[config.mk]
export PLATFORM = sky130hd
export DESIGN_NAME = csi2_delay_calib
export DESIGN_NICKNAME = d
export VERILOG_FILES = /design/src/rtl/csi2_delay_calib.sv
export SDC_FILE = /design/constraint.sdc
export NUM_CORES = 1
export LEC_CHECK = 0
export CAP_MARGIN = 10
export CORE_AREA = 3 3 127 80
export CTS_BUF_LIST = sky130_fd_sc_hd__clkbuf_16
export CTS_CLUSTER_DIAMETER = 50
export DETAILED_ROUTE_END_ITERATION = 12
export DIE_AREA = 0 0 130 83
export PLACE_DENSITY = 0.55
export SETUP_SLACK_MARGIN = 0.2
export SYNTH_ARGS = -nofsm -noshare
export SYNTH_HDL_FRONTEND = slang
export SYNTH_SLANG_ARGS = --single-unit
[constraint.sdc]
create_clock -name clk_i -period 5.3 [get_ports clk_i]
set_input_delay 1.59 -clock clk_i [delete_from_list [all_inputs] [get_ports clk_i]]
set_output_delay 1.59 -clock clk_i [all_outputs]
set_load 0.05 [all_outputs]
[src/rtl/csi2_delay_calib.sv]
// CSI-2 D-PHY input delay calibration: sweeps every tap, scores each one from
// receiver error pulses, then steps the delay line to the centre of the widest clean window.
module csi2_delay_calib #(
    parameter int DATA_LANES     = 2,
    parameter int TAPS           = 32,
    parameter int FRAMES_PER_TAP = 2,
    parameter int SETTLE_CYCLES  = 64,
    parameter int TIMEOUT_CYCLES = 1 << 20,
    localparam int TAP_W         = $clog2(TAPS),
    localparam int LEN_W         = $clog2(TAPS + 1)
) (
    input  logic                  clk_i,
    input  logic                  srst_i,
    input  logic                  start_i,
    input  logic [DATA_LANES-1:0] lane_mask_i,
    input  logic                  frame_start_i,
    input  logic                  frame_end_i,
    input  logic                  header_err_i,
    input  logic                  crc_err_i,
    output logic                  delay_act_o,
    output logic [DATA_LANES-1:0] lane_delay_o,
    output logic [TAP_W-1:0]      cur_tap_o,
    output logic [TAP_W-1:0]      best_tap_o,
    output logic [LEN_W-1:0]      best_len_o,
    output logic                  busy_o,
    output logic                  done_o,
    output logic                  fail_o,
    output logic [2:0]            state_o
);

    localparam int FRM_W = $clog2(FRAMES_PER_TAP + 1);
    localparam int SET_W = $clog2(SETTLE_CYCLES + 1);
    localparam int TMO_W = $clog2(TIMEOUT_CYCLES + 1);
    localparam int SUM_W = LEN_W + 1;

    typedef enum logic [2:0] {
        S_IDLE, S_SETTLE, S_WAIT_SOF, S_MEASURE, S_SCORE, S_INC, S_STEP, S_FINISH
    } state_t;

    state_t                state_q, state_d;
    logic [DATA_LANES-1:0] mask_q;
    logic [TAP_W-1:0]      cur_tap_q;
    logic [SET_W-1:0]      settle_cnt_q;
    logic [TMO_W-1:0]      timer_q;
    logic [FRM_W-1:0]      frame_cnt_q;
    logic                  tap_good_q;
    logic [LEN_W-1:0]      run_len_q, best_len_q;
    logic [TAP_W-1:0]      run_start_q, best_start_q;
    logic                  step_gap_q;
    logic                  done_q, fail_q;

    logic                  delay_act;
    logic                  settle_done, timed_out, meas_err, last_frame, good_now;
    logic                  at_target;
    logic [TAP_W-1:0]      best_tap;
    logic [SUM_W-1:0]      best_sum;
    logic [LEN_W-1:0]      run_len_inc;

    function automatic logic [TAP_W-1:0] tap_inc(input logic [TAP_W-1:0] t);
        if (t == TAP_W'(TAPS - 1)) return '0;
        return t + TAP_W'(1);
    endfunction

    // Centre of the best window; best_start/best_len are cleared on start, so 0 when nothing passed.
    assign best_sum    = SUM_W'(best_start_q) + SUM_W'(best_len_q >> 1);
    assign best_tap    = best_sum[TAP_W-1:0];
    assign run_len_inc = run_len_q + LEN_W'(1);

    assign settle_done = (settle_cnt_q == SET_W'(SETTLE_CYCLES - 1));
    assign timed_out   = (timer_q == TMO_W'(TIMEOUT_CYCLES - 1));
    assign meas_err    = header_err_i | crc_err_i;
    assign last_frame  = frame_end_i && (frame_cnt_q == FRM_W'(FRAMES_PER_TAP - 1));
    assign good_now    = last_frame && !meas_err && !timed_out;
    assign at_target   = (cur_tap_q == best_tap);

    always_comb begin
        state_d   = state_q;
        delay_act = 1'b0;
        case (state_q)
            S_IDLE:     if (start_i) state_d = S_SETTLE;
            S_SETTLE:   if (settle_done) state_d = S_WAIT_SOF;
            S_WAIT_SOF: begin
                if (timed_out)          state_d = S_SCORE;
                else if (frame_start_i) state_d = S_MEASURE;
            end
            S_MEASURE:  if (meas_err || timed_out || last_frame) state_d = S_SCORE;
            S_SCORE:    state_d = (cur_tap_q == TAP_W'(TAPS - 1)) ? S_STEP : S_INC;
            S_INC: begin
                delay_act = 1'b1;
                state_d   = S_SETTLE;
            end
            // Stepping alternates strobe and gap cycles so the PHY sees distinct increments.
            S_STEP: begin
                if (at_target)        state_d   = S_FINISH;
                else if (!step_gap_q) delay_act = 1'b1;
            end
            S_FINISH:   state_d = S_IDLE;
            default:    state_d = S_IDLE;
        endcase
    end

    always_ff @(posedge clk_i) begin
        if (srst_i) begin
            state_q      <= S_IDLE;
            mask_q       <= '0;
            cur_tap_q    <= '0;
            settle_cnt_q <= '0;
            timer_q      <= '0;
            frame_cnt_q  <= '0;
            tap_good_q   <= 1'b0;
            run_len_q    <= '0;
            run_start_q  <= '0;
            best_len_q   <= '0;
            best_start_q <= '0;
            step_gap_q   <= 1'b0;
            done_q       <= 1'b0;
            fail_q       <= 1'b0;
        end else begin
            state_q      <= state_d;
            if (delay_act) cur_tap_q <= tap_inc(cur_tap_q);
            settle_cnt_q <= (state_q == S_SETTLE) ? settle_cnt_q + SET_W'(1) : '0;
            timer_q      <= (state_q == S_WAIT_SOF || state_q == S_MEASURE) ? timer_q + TMO_W'(1) : '0;
            if (state_q != S_MEASURE)  frame_cnt_q <= '0;
            else if (frame_end_i)      frame_cnt_q <= frame_cnt_q + FRM_W'(1);
            // Only meaningful on the edge that enters SCORE, where it carries the tap verdict.
            tap_good_q   <= (state_q == S_MEASURE) && good_now;
            step_gap_q   <= (state_q == S_STEP && !at_target) ? !step_gap_q : 1'b0;

            if (state_q == S_IDLE && start_i) begin
                mask_q       <= lane_mask_i;
                done_q       <= 1'b0;
                fail_q       <= 1'b0;
                run_len_q    <= '0;
                run_start_q  <= '0;
                best_len_q   <= '0;
                best_start_q <= '0;
            end

            if (state_q == S_SCORE) begin
                if (tap_good_q) begin
                    if (run_len_q == '0) run_start_q <= cur_tap_q;
                    run_len_q <= run_len_inc;
                    // Strict compare keeps the earliest of equally long windows.
                    if (run_len_inc > best_len_q) begin
                        best_len_q   <= run_len_inc;
                        best_start_q <= (run_len_q == '0) ? cur_tap_q : run_start_q;
                    end
                end else begin
                    run_len_q <= '0;
                end
            end

            if (state_q == S_STEP && at_target) begin
                done_q <= (best_len_q != '0);
                fail_q <= (best_len_q == '0);
            end
        end
    end

    assign delay_act_o  = delay_act;
    assign lane_delay_o = delay_act ? mask_q : '0;
    assign cur_tap_o    = delay_act ? tap_inc(cur_tap_q) : cur_tap_q;
    assign best_tap_o   = best_tap;
    assign best_len_o   = best_len_q;
    assign busy_o       = (state_q != S_IDLE) && (state_q != S_FINISH);
    assign done_o       = done_q;
    assign fail_o       = fail_q;
    assign state_o      = state_q;

endmodule
==> flow_metrics.py <==
metrics = {
    "sta": {
        "fin_crit_ns": 4.804,
        "tightestPinTransition_ns": 0.7848,
        "report.final.slew_viol_count": 0,
        "whs_ns": 0.4393,
        "hold_viol": 0,
        "rsz0062_at_grt": "false",
        "fmax_mhz": 208.2,
        "worst_slack_ns": 0.4960,
        "setup_tns_ns": 0,
        "setup_viol_count_final": 0,
        "slew-limit-headroom_pct": 46.33,
        "finClkSkew_ns": 0.004974,
        "fin_crit_sh_pct": 90.64,
    },
    "critical_path": {
        "cp-startpoint": "best_len_o[1]",
        "path_delay_family": "compound AO/OA/AOI/OAI gates",
        "path_class": "register to primary output",
        "endpoint_kind": "primary output",
        "crit_buf_inv": 1,
        "r2r_start": "best_len_o[1]",
        "critPathRequiredTime_ns": 3.71,
        "cpMaxStageDelayCell": "dlygate4sd2_1",
        "start_kind": "register",
        "crit_arrival_ns": 3.21,
        "path_max_fanout": 10,
        "cp_cell_sequence": "ha_1, fa_1, a21o_1, a211oi_2, o211ai_2, o21ai_4, nand2_4, mux2_4, dlygate4sd2_1",
        "critPathMaxStageDelay_ns": 0.52,
    },
    "pwr": {
        "seqPwrFrac_pct": 41.9,
        "p_per_area_mw_per_mm2": 284.2,
        "ir_worst_vdd_mv": 0.1786,
        "switchingPower_uw": 276.4,
        "power.share.clock_pct": 51.6,
        "p_leak_uw": 0.001663,
        "power.internal_uw": 931.7,
        "sw_frac_of_total_pct": 22.88,
        "combPwrFrac_pct": 6.5,
    },
    "hold_path": {
        "min_from": "step_gap_q",
        "hp-class": "register to register",
    },
    "synth": {
        "avgSynthCellArea_um2": 8.559,
        "synth-edff-count": 0,
        "syn-cell-area_mm2": 0.003492,
        "yosysWarnings": 0,
        "synth_area_leader_cell": "dfxtp_1",
        "synth_cells": 408,
        "synth.top_cell.area_share_pct": 37.84,
        "synth-seq-area-share_pct": 37.84,
        "async_flop_share_pct": 0,
        "synth_area_leaders": "dfxtp_1 (38%), ha_1 (6.1%), a21oi_1 (5.2%), nor2_1 (5.2%), xor2_1 (4.5%)",
        "synth_cell_types": 52,
        "synth_nets": 435,
        "ys_seq_elements": 66,
        "synth_flop_cell": "dfxtp_1",
    },
    "placed_design": {
        "hpwl_um": 5866,
        "numPortBuffers": 33,
        "preCtsSetupSlack_ns": 0.5582,
        "routabilityCongestion": 0.8009,
    },
    "detailed_routing": {
        "wl_per_cell_um": 14.87,
        "ant_nets": 0,
        "wl_um": 8284,
        "vias_per_cell": 5.276,
        "drtIter0Drc": 206,
        "drc": 0,
        "dr.pass1.iters": 4,
        "via_count": 2939,
    },
    "cells_and_area": {
        "final_nets": 463,
        "diodes": 0,
        "area_growth_pct": 21.75,
        "drive_gt1_share_pct": 7.937,
    },
    "grt": {
        "grt.busiest_layer": "met1",
        "use_met3_pct": 4.370,
        "met1_usage_pct": 24.78,
        "antenna_found_initial": 0,
        "grt_pass1_wl_um": 13340,
        "grt_max_degree": 34,
        "overflow": 0,
        "track_usage_pct": 15.70,
        "grt_pass1_vias": 2560,
        "use_met2_pct": 20.10,
    },
    "floorplan": {
        "num_rows": 27,
        "dieArea_mm2": 0.01079,
        "chipHeight_um": 83,
        "core_area_mm2": 0.009087,
        "ios": 34,
        "initial_core_util_pct": 38.43,
        "die_w_um": 130,
    },
    "cts": {
        "clk_pin_slew_worst_paths_ns": 0.05,
        "htree_levels": 3,
        "clock_sinks": 66,
        "insertion_delay_ns": 0.33,
        "root_buffer": "clkbuf_16",
        "cts_made_buffers": 9,
        "cts_tree": "done",
        "cts_hold_buf": 0,
        "clockBufferDepth": 2,
    },
    "status": {
        "status": "complete, no violations",
    },
    "job": {
        "drv_cap": 0,
    },
}
## worst register-to-register path, stage by stage (launching register included)
cell	delay (ns)
dfxtp_1	0.35
ha_1	0.24
fa_1	0.44
a21o_1	0.23
a211oi_2	0.24
o211ai_2	0.18
o21ai_4	0.31
a2111oi_1	0.13
a41o_1	0.22
## repair_timing
item                       in CTS  in global routing
cloned                          0                  0
setup endpoints to repair       1                  6
resized for setup               1                  6
setup buffers                   0                  0
pin swaps                       0                  0
## sequential cells by signal, summed over array words and instances, names as in the netlist, 2 cells and up
signal,cells
timer_q,21
frame_cnt_q,2
run_start_q,5
best_start_q,5
mask_q,2
state_o,3
run_len_q,6
best_len_o,6
cur_tap_q,5
settle_cnt_q,7
## power groups by stage
stage | combinational [uW] | sequential (uW) | clock, uW
after global routing | 86.3 | 507 | 659
final | 78.2 | 506 | 623
after CTS | 78.1 | 506 | 638
after global placement | 77.9 | 517 | 0
after floorplan | 46.7 | 521 | 0
after detailed placement | 77.7 | 517 | 0
## cells in the mapped netlist, drive strengths merged, types with 8 or more instances
cell	instances
mux2	9
nor2	48
clkbuf	18
nand3	26
xnor2	14
inv	13
o21ai	11
nor2b	8
nand2	36
nand3b	12
a21oi	36
xor2	18
ha	17
dfxtp	66
## path summary, 6_finish.rpt
check / depth (start not counted) / slack, ns / end
setup / recovery: 9 / 0.50 / cur_tap_o[1]
hold / removal: 1 / 0.44 / step_gap_q
setup reg to reg: 8 / 2.86 / cur_tap_q[0]
hold reg to reg: 1 / 0.44 / step_gap_q
## cell families after synthesis
group	synth area share, %
flops	37.84
simple gates	25.15
buf+inv	3.583
compound gates	14.19
fa+ha+maj	6.664
xor+xnor	9.351
mux	3.224
## metal layers
layer	vias to the layer above	wire, um
met2	73	3214
met1	1371	4441
li1	1489	-
met5	-	0
met4	0	83
met3	6	545
## cell usage in the layout (no fill, tap or decap), drive strengths merged, types with 8 or more instances in the layout
cell and count:
nand3b 12, nand3 26, nor2b 8, inv 13, dfxtp 66, o21ai 11
xor2 18, nand2 36, clkbuf 9, nor2 48, a21oi 36, ha 17
xnor2 14, mux2 9, clkdlybuf4s50 26
## area by class of cell
type	instances	area [um2]
Inverter	13	48.80
Sequential cell	66	1321
Tap cell	116	145.1
Fill cell	888	4836
Clock inverter	7	83.83
Clock buffer	9	225.2
Multi-Input combinational cell	309	2053
Timing Repair Buffer	37	374.1
## metrics by stage
| step | power (uW) | util (%) | cell area, um2 | cells |
|---|---|---|---|---|
| floorplan | 567.8 | - | 3500 | 408 |
| global placement | 594.8 | 43.23 | 3929 | 541 |
| detailed placement | 594.6 | 43.23 | 3929 | 541 |
| CTS | 1223 | 46.62 | 4237 | 557 |
| global route | 1252 | 46.79 | 4252 | 557 |
| finish | 1208 | 46.79 | 4252 | 557 |
Note: power is estimated with default switching activity, not from simulation.
